**src/rtl/fft_result_capture.sv**
```systemverilog
// Captures one frame of FFT output samples into a result RAM, optionally undoing
// the bit-reversed output order, and flags completion for the memory checker.
module fft_result_capture #(
  parameter int ADDR_W = 5,
  parameter int DATA_W = 64,
  parameter int BITREV = 1
) (
  input  logic                clk,
  input  logic                sclr,
  input  logic                arm,
  input  logic                in_valid,
  input  logic [DATA_W-1:0]   in_data,
  output logic                in_ready,
  input  logic [ADDR_W-1:0]   rd_address,
  output logic [DATA_W-1:0]   rd_data,
  output logic                start_comp,
  output logic [ADDR_W:0]     sample_count,
  output logic                busy,
  output logic                overflow
);

  localparam int N = 1 << ADDR_W;
  localparam logic [ADDR_W:0] LAST = (ADDR_W+1)'(N - 1);

  typedef enum logic [1:0] {IDLE, CAPTURE, FULL} state_t;

  state_t              state_q, state_d;
  logic [ADDR_W:0]     cnt_q, cnt_d;
  logic                ovf_q, ovf_d;
  logic                we;
  logic [ADDR_W-1:0]   idx, idx_rev, wa;
  logic [DATA_W-1:0]   mem_q [N];

  assign idx = cnt_q[ADDR_W-1:0];

  for (genvar i = 0; i < ADDR_W; i++) begin : g_rev
    assign idx_rev[i] = idx[ADDR_W-1-i];
  end

  assign wa = (BITREV != 0) ? idx_rev : idx;

  always_comb begin
    state_d = state_q;
    cnt_d   = cnt_q;
    ovf_d   = ovf_q;
    we      = 1'b0;
    unique case (state_q)
      IDLE: begin
        if (arm) begin
          state_d = CAPTURE;
          cnt_d   = '0;
          ovf_d   = 1'b0;
        end
      end
      CAPTURE: begin
        // A restart request discards any sample offered in the same cycle.
        if (arm) begin
          cnt_d = '0;
        end else if (in_valid) begin
          we    = 1'b1;
          cnt_d = cnt_q + (ADDR_W+1)'(1);
          if (cnt_q == LAST) state_d = FULL;
        end
      end
      FULL: begin
        if (arm) begin
          state_d = CAPTURE;
          cnt_d   = '0;
          ovf_d   = 1'b0;
        end else if (in_valid) begin
          ovf_d = 1'b1;
        end
      end
      default: begin
        state_d = IDLE;
        cnt_d   = '0;
        ovf_d   = 1'b0;
      end
    endcase
  end

  always_ff @(posedge clk) begin
    if (sclr) begin
      state_q <= IDLE;
      cnt_q   <= '0;
      ovf_q   <= 1'b0;
    end else begin
      state_q <= state_d;
      cnt_q   <= cnt_d;
      ovf_q   <= ovf_d;
    end
  end

  // RAM contents survive sclr; only the frame bookkeeping is reset.
  always_ff @(posedge clk) begin
    if (we && !sclr) mem_q[wa] <= in_data;
  end

  assign rd_data      = mem_q[rd_address];
  assign in_ready     = (state_q == CAPTURE);
  assign busy         = (state_q == CAPTURE);
  assign start_comp   = (state_q == FULL);
  assign sample_count = cnt_q;
  assign overflow     = ovf_q;

endmodule

```
**config.mk**
```make
export PLATFORM = sky130hd
export DESIGN_NAME = fft_result_capture
export DESIGN_NICKNAME = d
export VERILOG_FILES = /design/src/rtl/fft_result_capture.sv
export SDC_FILE = /design/constraint.sdc
export NUM_CORES = 2
export LEC_CHECK = 0
export CORE_MARGIN = 5
export CORE_UTILIZATION = 45
export CTS_BUF_LIST = sky130_fd_sc_hd__clkbuf_8 sky130_fd_sc_hd__clkbuf_16
export DETAILED_ROUTE_END_ITERATION = 7
export PLACE_DENSITY_LB_ADDON = 0.2
export SYNTH_ARGS = -nofsm -noshare
export SYNTH_HDL_FRONTEND = slang
export SYNTH_SLANG_ARGS = --single-unit
export TNS_END_PERCENT = 5
```
**constraint.sdc**
```tcl
create_clock -name clk -period 7.7 [get_ports clk]
set_clock_uncertainty 0.05 [all_clocks]
set_input_delay 1.54 -clock clk [delete_from_list [all_inputs] [get_ports clk]]
set_output_delay 1.54 -clock clk [all_outputs]
set_load 0.02 [all_outputs]
```
==> flow_summary.ini <==
[routing]
dr.pass1.iters = 6
vias = 36984
drt_wl_total_um = 197000
wl_per_cell_um = 32.5
drtIter0Drc = 4489
vias_per_cell = 6.09
route.detailed.drc = 0
detail-route-antenna-nets = 0

[worst_setup_path]
required_ns = 6.11
crit_arrival_ns = 5.27
crit_type = in -> out
ff2ff_path_depth = 5
cp-start-kind = input port
crit_top_cell = clkdlybuf4s50_1
cp-end-kind = primary output
cp_max_fo = 22
crit_chain = clkdlybuf4s50_1 > nand2b_1 > buf_4 > or2_4 > o22ai_1 > nor4_1 > clkdlybuf4s50_1
slowest_stage = nor4_1
cpPeakStageDelay_ns = 0.84

[synthesis]
ys_seq_elements = 2057
syn_area_mm2 = 0.0773
dominantRegCellSynth = edfxtp_1
yosysTopAreaCell = edfxtp_1
synth_edf_count = 2048
avgSynthCellArea_um2 = 23.0
postSynthCellCount = 3354
yosys.area.top_type_share_pct = 79.6
synth_nets = 3433
synth.top_cells.by_area = edfxtp_1, mux4_2, mux2i_1
ys_types = 42
ys_warn_count = 0
async_flop_share_pct = 0
ys_seq_area_share_pct = 79.8

[floorplanning]
die-area_mm2 = 0.180
num_rows = 152
start_util_pct = 45.1
die_w_um = 424
coreArea_mm2 = 0.171
io_pins = 147
die_h_um = 424

[pwr]
total_power_uw = 22700
p_per_area_mw_per_mm2 = 256
p_leak_uw = 0.0278
ir_drop_uv = 236

[sta]
final_max_slew_viol_count = 0
hold_viol = 0
maxSlewHeadroom_pct = 15.5
fmax_mhz = 146
rsz0062_at_grt = false
fin_crit_ns = 6.86
tightest_slew_ns = 1.26
setup_tns_ns = 0
setup_viol = 0
fin_crit_sh_pct = 89.1

[place]
numPortBuffers = 146
dp.cells = 5701
hpwl_um = 106000
place.gp.congestion = 0.736

[cts]
post-cts-setup-buffers = 0
cts_sinks = 2057
cts_buffer_depth = 3
cts_hold_buf = 0
cts_tree = done
root_buffer = clkbuf_16
ctsResizeCount = 0
clock_latency_ns = 0.79
clkTransAtPathRegs_ns = 0.05
cts_max_level = 4
cts_buffers = 205

[global_route]
grt.total_usage_pct = 22.0
grt_pass1_vias = 37764
grt_overflow = 0
antenna_found_initial = 14
grt_max_degree = 91
grt_pass1_wl_um = 280000

[run]
drv_cap = 0

[final_layout]
area_delta_synth_final_pct = 14.9
final_common_cell = edfxtp_1
layout_common_cells = edfxtp_1, mux4_2, clkbuf_16, o22ai_1, mux2i_1
nNetsFinal = 3754
drive_gt1_share_pct = 23.4
final_cells = 6076

[worst_hold_path]
hold_depth = 2
hold_path_class = reg -> reg

[status]
outcome = finished, final reports clean
==> flip-flops by register name (all words and copies together), names as in the netlist <==
name	cells
state_q	2
sample_count	6
overflow	1
mem_q	2048
==> area by class of cell <==
class	instances	area, um^2
Multi-Input combinational cell	1105	14900
Sequential cell	2057	61700
Timing Repair Buffer	300	3150
Clock inverter	167	1140
Inverter	6	22.5
Antenna cell	3	7.51
Tap cell	2233	2790
Clock buffer	205	5130
Fill cell	13316	82400
==> through the flow <==
stage          hold slack (ns)  setup slack (ns)  util, %  area [um^2]
6_report                 0.442             0.843     51.9        88800
3_3_place_gp             0.425             0.872     48.2        82500
2_1_floorplan            0.497              1.88        -        77300
3_5_place_dp             0.426             0.814     48.2        82500
5_1_grt                  0.477             0.774     51.9        88800
4_1_cts                  0.446             0.804     51.9        88800
==> worst paths after layout <==
kind,startpoint,endpoint,slack [ns]
max,rd_address[4],rd_data[25],0.84
min,overflow$_SDFFE_PP0P_,overflow$_SDFFE_PP0P_,0.44
max reg2reg,state_q[0]$_SDFFE_PP0P_,mem_q[6][33]$_DFFE_PP_,3.97
min reg2reg,overflow$_SDFFE_PP0P_,overflow$_SDFFE_PP0P_,0.44
==> where the power goes <==
part,switching (uW),total (uW),internal [uW]
Clock,4160,9320,5160
Sequential,2.29,12300,12300
Combinational,631,1060,426
Total,4790,22700,17900
==> synth_stat cells, types with 2 or more instances <==
cell type,n
a21oi_1,16
a22oi_1,78
and2_1,2
and3_1,6
buf_1,2
buf_2,93
buf_4,35
clkbuf_1,53
dfxtp_1,9
edfxtp_1,2048
ha_1,6
inv_1,6
mux2i_1,144
mux4_1,6
mux4_2,436
nand2_1,23
nand2b_1,2
nand3_1,39
nand3b_1,5
nand4_1,12
nand4b_1,2
nor2_1,47
nor2b_1,8
nor3_1,5
nor4_1,47
o21ai_0,4
o22ai_1,198
or2_2,3
or3_1,2
or3b_2,3
xor2_1,3
==> critical path: cells and delay by family <==
| family | cells | cell delay, ns |
|---|---|---|
| AOI/OAI and AO/OA | 1 | 0.17 |
| buffers and inverters | 3 | 1.83 |
| and+or+nand+nor | 3 | 1.68 |
==> per-layer routing <==
metal | vias to the layer above | part of all wire [%] | global-route usage, %
li1 | 15124 | - | -
met1 | 20043 | 41 | 30.8
met2 | 1510 | 50 | 36.3
met3 | 301 | 6.8 | 3.79
met4 | 6 | 2.2 | 5.52
met5 | - | 0.019 | 0
==> logic make-up after synthesis <==
kind of cell / synth area share (%)
buf+inv: 1.29
flops: 79.8
compound gates: 2.54
fa+ha+maj: 0.0972
xor+xnor: 0.0454
simple gates: 1.43
mux: 14.8
No activity file was read; power rests on OpenSTA's default activity.
